==> src/rtl/pwm_ramp_ctrl_pkg.sv <==
// Shared types and default sizing for the PWM ramp sequencer and its timebase.
// The defaults must track the pwm datapath: PERIOD_CYCLES == 2**WIDTH.
package pwm_ramp_ctrl_pkg;
    typedef enum logic {
        ST_IDLE = 1'b0,
        ST_RAMP = 1'b1
    } state_t;

    localparam int DEF_WIDTH         = 9;
    localparam int DEF_PERIOD_CYCLES = 512;
    localparam int DEF_HOLD_PERIODS  = 1;
    localparam int HOLD_W            = 8;
endpackage

==> src/rtl/pwm_period_timer.sv <==
// Free-running PWM period timebase.
// period_start is registered and marks the first clock of every period after the first wrap.
module pwm_period_timer
    import pwm_ramp_ctrl_pkg::*;
#(
    parameter int PERIOD_CYCLES = DEF_PERIOD_CYCLES,
    localparam int CW = $clog2(PERIOD_CYCLES)
) (
    input  logic          clk,
    input  logic          rst,
    output logic [CW-1:0] count,
    output logic          period_start
);
    logic last;

    assign last = (count == CW'(PERIOD_CYCLES - 1));

    always_ff @(posedge clk or posedge rst) begin
        if (rst) begin
            count        <= '0;
            period_start <= 1'b0;
        end else begin
            count        <= last ? '0 : count + CW'(1);
            period_start <= last;
        end
    end
endmodule

==> src/rtl/pwm_ramp_ctrl.sv <==
// Ramp sequencer for the pwm duty input: moves value toward a commanded target in
// bounded steps, applied only on the edge that wraps the period counter.
module pwm_ramp_ctrl
    import pwm_ramp_ctrl_pkg::*;
#(
    parameter int WIDTH         = DEF_WIDTH,
    parameter int PERIOD_CYCLES = DEF_PERIOD_CYCLES,
    parameter int HOLD_PERIODS  = DEF_HOLD_PERIODS
) (
    input  logic             clk,
    input  logic             rst,
    input  logic             cmd_valid,
    output logic             cmd_ready,
    input  logic [WIDTH-1:0] cmd_target,
    input  logic [3:0]       cmd_step,
    input  logic             stop,
    output logic [WIDTH-1:0] value,
    output logic             period_start,
    output logic             busy,
    output logic             done
);
    localparam int CW = $clog2(PERIOD_CYCLES);

    state_t              state, state_nx;
    logic [WIDTH-1:0]    tgt_q, tgt_nx, value_nx;
    logic [3:0]          step_q, step_nx;
    logic [HOLD_W-1:0]   hold_cnt, hold_nx;
    logic                done_nx;
    logic [CW-1:0]       period_cnt;
    logic                boundary;
    logic                up;
    logic [WIDTH:0]      diff;

    pwm_period_timer #(.PERIOD_CYCLES(PERIOD_CYCLES)) u_timer (
        .clk          (clk),
        .rst          (rst),
        .count        (period_cnt),
        .period_start (period_start)
    );

    // The wrapping edge is the one that makes the next period start.
    assign boundary  = (period_cnt == CW'(PERIOD_CYCLES - 1));
    assign busy      = (state == ST_RAMP);
    assign cmd_ready = (state == ST_IDLE) && !stop;

    always_ff @(posedge clk or posedge rst) begin
        if (rst) begin
            state    <= ST_IDLE;
            value    <= '0;
            tgt_q    <= '0;
            step_q   <= '0;
            hold_cnt <= '0;
            done     <= 1'b0;
        end else begin
            state    <= state_nx;
            value    <= value_nx;
            tgt_q    <= tgt_nx;
            step_q   <= step_nx;
            hold_cnt <= hold_nx;
            done     <= done_nx;
        end
    end

    always_comb begin
        state_nx = state;
        value_nx = value;
        tgt_nx   = tgt_q;
        step_nx  = step_q;
        hold_nx  = hold_cnt;
        done_nx  = 1'b0;
        up       = (tgt_q > value);
        diff     = up ? ({1'b0, tgt_q} - {1'b0, value}) : ({1'b0, value} - {1'b0, tgt_q});

        case (state)
            ST_IDLE: begin
                if (cmd_valid && cmd_ready) begin
                    tgt_nx  = cmd_target;
                    step_nx = cmd_step;
                    hold_nx = '0;
                    if (cmd_target == value) done_nx  = 1'b1;
                    else                     state_nx = ST_RAMP;
                end
            end
            ST_RAMP: begin
                if (stop) begin
                    state_nx = ST_IDLE;
                end else if (boundary) begin
                    if (hold_cnt == HOLD_W'(HOLD_PERIODS - 1)) begin
                        hold_nx = '0;
                        // Landing exactly on target avoids overshoot and wrap at both rails.
                        if (step_q == 4'd0 || diff <= (WIDTH + 1)'(step_q)) begin
                            value_nx = tgt_q;
                            state_nx = ST_IDLE;
                            done_nx  = 1'b1;
                        end else if (up) begin
                            value_nx = value + WIDTH'(step_q);
                        end else begin
                            value_nx = value - WIDTH'(step_q);
                        end
                    end else begin
                        hold_nx = hold_cnt + HOLD_W'(1);
                    end
                end
            end
            default: state_nx = ST_IDLE;
        endcase
    end
endmodule
==> config.mk <==
export PLATFORM = sky130hd
export DESIGN_NAME = pwm_ramp_ctrl
export DESIGN_NICKNAME = d
export VERILOG_FILES = /design/src/rtl/pwm_ramp_ctrl_pkg.sv /design/src/rtl/pwm_period_timer.sv /design/src/rtl/pwm_ramp_ctrl.sv
export SDC_FILE = /design/constraint.sdc
export NUM_CORES = 1
export LEC_CHECK = 0
export CORE_ASPECT_RATIO = 0.9
export CORE_MARGIN = 10
export CORE_UTILIZATION = 40
export CTS_CLUSTER_SIZE = 14
export DETAILED_ROUTE_END_ITERATION = 6
export PLACE_DENSITY = 0.7
export SETUP_SLACK_MARGIN = 0.15
export SLEW_MARGIN = 30
export SYNTH_ARGS = -nofsm -noshare
export SYNTH_HDL_FRONTEND = slang
export SYNTH_SLANG_ARGS = --single-unit
export TNS_END_PERCENT = 10
==> constraint.sdc <==
create_clock -name clk -period 4 [get_ports clk]
set_input_delay 0.8 -clock clk [delete_from_list [all_inputs] [get_ports clk]]
set_output_delay 0.8 -clock clk [all_outputs]
set_load 0.01 [all_outputs]
# Yosys cells after proc, flatten, opt, wreduce, memory -nomap -nowiden
# Index checks and enable logic that the tools add are counted.
[word_totals]
elab_cells = 55
out_inout_bits = 13
inputBits = 17
latchBits = 0
mem_count = 0
regBits = 42
mem_bits_rw = 0
rom_bits = 0
[op_classes]
order_cmp = 2
n_bitwise = 2
shift = 0
n_eq_ne = 5
mux = 23
addsub = 6
div_mod_pow = 0
n_reduce_logical = 9
n_mul = 0
[op_table]
columns = ["operator", "count"]
rows = [
  ["$mux 8", 4],
  ["$mux 9", 3],
  ["$sub 9x9->10", 2],
  ["$pmux 8 s2", 1],
  ["$mux 1", 12],
  ["$le 10x4->1", 1],
  ["$mux 10", 1],
  ["$add 9x1->9 const B", 1],
  ["$add 9x4->9", 1],
  ["$eq 9x9->1", 1],
  ["$eq 9x9->1 const B", 1],
  ["$gt 9x9->1", 1],
  ["$sub 9x4->9", 1],
  ["$add 8x1->8 const B", 1],
  ["$logic_not 8->1", 1],
  ["$logic_not 4->1", 1],
  ["$ne 2x1->1 const B", 2],
  ["$pmux 1 s2", 2],
  ["$reduce_and 4->1", 1],
  ["$reduce_and 3->1", 1],
  ["$logic_and 1x1->1", 2],
  ["$ne 2x2->1 const B", 1],
  ["$not 1->1", 2],
  ["$reduce_and 2->1", 1],
  ["2 further kinds", 2],
]

# Logic depth before layout (Yosys ltp)
[logic_depth]
depth_word = 9
mapped_depth = 20

# Hierarchy
# From an unflattened synthesis, not the netlist that was laid out.
[unflattened]
hier_cells = 399
hier_area_um2 = 3487.1
[modules_own_cells]
columns = ["mod", "cells_each", "n_inst", "seq_area_each_um2", "area_each_um2"]
rows = [
  ["pwm_ramp_ctrl", 360, 1, 800.8, 3056.7],
  ["pwm_period_timer", 39, 1, 250.2, 430.4],
]

# Worst setup path before layout
# No wires, ideal clock.
[synth_path]
path_type = "reg2reg"
start = "register value[1]"
end = "register value[8]"
stages_incl_launch_ff = 17
required_ns = 3.878
setup_ns = 0.122
arrival_ns = 3.805
path_slack_ns = 0.072
synth_period_minus_slack_ns = 3.928
path_cell_list = "dfrtp_1 -> inv_1 -> fa_1 -> a211oi_4 -> nor3b_2 -> o211a_1 -> buf_4 -> mux2i_1 -> fa_1 -> a21o_1 -> a211oi_1 -> nor2_1 -> o41ai_1 -> xnor2_1 -> nand2_1 -> mux2_4 -> a2bb2oi_1"
[synth_via]
elab_chain_cells = 5
elab_cells_between_ends = 10
[synth_rtl]
columns = ["element", "line_no", "rtl"]
rows = [
  ["from (decl)", "pwm_ramp_ctrl.sv:17", "output logic [WIDTH-1:0] value,"],
  ["from (signal assigned)", "pwm_ramp_ctrl.sv:56", "value <= value_nx;"],
  ["$sub 9x9->10 or $gt 9x9->1 (tied branches)", "pwm_ramp_ctrl.sv:72, pwm_ramp_ctrl.sv:71", ""],
  ["$mux 10", "pwm_ramp_ctrl.sv:72", "diff = up ? ({1'b0, tgt_q} - {1'b0, value}) : ({1'b0, value} - {1'b0, tgt_q});"],
  ["$le 10x4->1", "pwm_ramp_ctrl.sv:91", "if (step_q == 4'd0 || diff <= (WIDTH + 1)'(step_q)) begin"],
  ["$logic_or 1x1->1", "pwm_ramp_ctrl.sv:91", ""],
  ["$mux 9 *", "pwm_ramp_ctrl.sv:91", ""],
]
# Every way passes the cells marked *; elsewhere a longest branch is shown, timed or not.
# A chain may end at the register's enable or synchronous reset.

# Final worst setup path
[layout_path]
start = "register tgt_q[0]"
end = "register value[8]"
[layout_via]
elab_chain_cells = 5
elab_cells_between_ends = 8
[layout_rtl]
columns = ["element", "line_no", "rtl"]
rows = [
  ["from (decl)", "pwm_ramp_ctrl.sv:25", "logic [WIDTH-1:0] tgt_q, tgt_nx, value_nx;"],
  ["from (signal assigned)", "pwm_ramp_ctrl.sv:57", "tgt_q <= tgt_nx;"],
  ["$sub 9x9->10 or $gt 9x9->1 (tied branches)", "pwm_ramp_ctrl.sv:72, pwm_ramp_ctrl.sv:71", ""],
  ["$mux 10", "pwm_ramp_ctrl.sv:72", ""],
  ["$le 10x4->1", "pwm_ramp_ctrl.sv:91", ""],
  ["$logic_or 1x1->1", "pwm_ramp_ctrl.sv:91", ""],
  ["$mux 9 *", "pwm_ramp_ctrl.sv:91", ""],
]
# Marks and branches as above.

==> results.cfg <==
[outcome]
status = complete, no violations

[clock_tree]
cts_made_buffers = 5
cts_root_buffer = clkbuf_8
clk_latency_ns = 0.30
clkTransAtPathRegs_ns = 0.09
cts_sinks = 42
clock_path_buffers = 2
cts_tree = built
hold_buffers = 0
clock_tree.htree_level_count = 2

[sta]
fmax_mhz = 262
fin_crit_sh_pct = 95.4
slew-limit-headroom_pct = 49.4
grt_setup_unrepaired = yes
drv_slew = 0
fin_crit_ns = 3.82
finalHoldViolCount = 0
worst_slack_ns = 0.182
fin_skew_ns = 0.00835
setup_violations = 0
max_slew.worst_pin.slew_ns = 0.757
finalSetupTns_ns = 0
hold-worst-slack_ns = 0.454

[synthesis]
synth_area_leaders = dfrtp_1 (31%), ha_1 (13%), nand2_1 (4.7%), inv_1 (4.3%), o21ai_0 (4.2%)
syn_inst = 386
synth_edf_count = 0
synth_common_cells = dfrtp_1 (42), nand2_1 (42), inv_1 (38)
synth_simple_gate_area_share_pct = 16.8
async_flop_share_pct = 100
yosysWarnings = 0
synth_top_family_by_area = compound AO/OA/AOI/OAI gates
synth_compound_area_share_pct = 17.1
synth_xor_area_share_pct = 7.83
synth_area_um2 = 3360
synth_seq_cells = 42
synthAdderAreaFrac_pct = 15.2
ys_seq_area_share_pct = 31.3
synth_top_cell_area_share_pct = 31.3
synth_top_area_cell = dfrtp_1
synth-main-ff-cell = dfrtp_1
synth_nets = 442
synth_cell_type_count = 56
synthMuxAreaShare_pct = 5.00
syn_avg_cell_area_um2 = 8.69

[detailed_routing]
avgRoutedWirePerCell_um = 15.3
via_per_inst = 5.26
drt_iter0_drc = 144
drtAntennaViolNets = 0
drc = 0
drtPass1Iterations = 4
wl_um = 8300
vias = 2848

[setup_path]
critPathSlowestCell = dfrtp_1
end_kind = register
r2r-start = tgt_q[0]
critPathTopFamily = compound AO/OA/AOI/OAI gates
critical-path-max-stage-delay_ns = 0.40
crit_required_ns = 4.20
worst_ep_arrival_time_ns = 4.01
cp_cell_sequence = inv_2, ha_4, inv_2, fa_2, a211oi_4, nor3b_2, o211ai_1, nor2_1, xnor2_1, ha_1, a21o_1, a211oi_2, nor2_2, o41ai_2, xnor2_1, nand2_1, mux2_4, a2bb2oi_1
critPathMaxFanout = 3
crit_start = tgt_q[0]
start_kind = register
crit_type = register to register
path_buf_inv = 2

[floorplan]
die_x_um = 117
core_um2 = 8110
die_y_um = 107
initial_core_util_pct = 41.4
fp-row-count = 31
fp.dieArea_um2 = 12500
io_pins = 30

[finish]
fill_cells = 751
register_area_um2 = 1050
syn_to_final_growth_pct = 22.7
num_antenna_cells = 0
finalNonFillerCells = 541
drive_gt1_share_pct = 14.9
nNetsFinal = 497
multi_input_area_um2 = 2150

[job]
maxCapViolations = 0

[place]
pre_cts_slack_ns = -0.0480
portBuffers = 29
gp_congestion = 0.900
hpwl_um = 6370
placed_cells = 522

[hold_path]
hp-class = register to register
min_from = u_timer.count[0]

[grt]
grt_pass1_wl_um = 14300
grt_overflow = 0
grt_use_total_pct = 14.0
grt_pass1_vias = 2993
grt_antenna_before_repair = 0
grt_max_degree = 43

[pwr]
p_leak_nw = 1.81
peakVddDrop_mv = 0.170
power_density_nw_per_um2 = 392
[metrics by stage]
step / power [mW] / util [%] / area [um2]
final: 1.61 / 50.8 / 4120
after global routing: 1.74 / 50.8 / 4120
after CTS: 1.58 / 50.2 / 4070
after detailed placement: 1.21 / 47.7 / 3860
after global placement: 1.19 / 47.7 / 3860
after floorplan: 1.03 / - / 3360
[final timing paths]
| path | end | slack [ns] | cells past startpoint |
|---|---|---|---|
| worst max-delay path | value[8] | 0.18 | 18 |
| worst min-delay path | u_timer.count[0] | 0.45 | 1 |
| worst max register to register | value[8] | 0.18 | 18 |
| worst min register to register | u_timer.count[0] | 0.45 | 1 |
| max in group asynchronous | value[1] | 2.67 | 3 |
| min in group asynchronous | step_q[0] | 0.93 | 3 |
[cells in the final DEF (no fill, tap or decap), types with 4 or more instances in the layout]
cell / netlist / final
o21ai_1: 8 / 10
nor2b_1: 5 / 5
nor2_1: 27 / 26
o21ai_0: 28 / 26
buf_4: 2 / 30
dfrtp_1: 42 / 41
and3_1: 4 / 4
clkbuf_8: 0 / 5
ha_1: 36 / 33
nand2_1: 42 / 42
a21oi_1: 17 / 15
nor3_1: 6 / 6
xnor2_1: 14 / 14
nand4_1: 6 / 6
inv_1: 38 / 35
mux2i_1: 13 / 12
xor2_1: 16 / 16
nand3_1: 14 / 14
clkdlybuf4s50_1: 0 / 29
[report_power, final]
part | internal [mW] | leakage, nW | total [mW] | switching [mW]
clock | 0.125 | 0.0408 | 0.293 | 0.168
sequential | 0.451 | 0.543 | 0.481 | 0.0298
combinational | 0.407 | 1.22 | 0.839 | 0.432
[layout make-up]
| class | instances | area share [%] |
|---|---|---|
| clock buffer | 5 | 1.67 |
| clock inverter | 3 | 0.577 |
| inverter | 38 | 3.46 |
| multi-input combinational | 293 | 52.2 |
| sequential | 42 | 25.6 |
| tap | 99 | 3.01 |
| timing repair buffer | 61 | 13.5 |
[sequential cells by signal (all words and copies together), names as in the netlist]
register	count
tgt_q	9
value	9
u_timer.count	9
done	1
step_q	4
u_timer.period_start	1
hold_cnt	8
busy	1
[kinds of logic (layout without fill, tap and decap cells)]
kind of cell | count (synthesis) | count (layout)
flops | 42 | 42
simple gates | 119 | 119
compound gates | 89 | 89
mux | 16 | 16
xor+xnor | 30 | 30
fa+ha+maj | 39 | 39
buf+inv | 51 | 107
[timing repair]
action	in CTS	in global routing
endpoints found under the setup margin	11	11
gates cloned	0	0
setup buffers	8	3
pin swaps	18	16
resized for setup	11	6
[metal layers]
metal / track usage (%) / routed length, um / vias up / part of all wire [%]
met5: 0 / 0 / - / 0
met4: 4.85 / 191 / 0 / 2.3
met3: 2.17 / 323 / 15 / 3.9
met2: 23.9 / 3860 / 59 / 47
met1: 17.4 / 3920 / 1334 / 47
li1: - / - / 1440 / -
No activity file was read; power rests on OpenSTA's default activity.
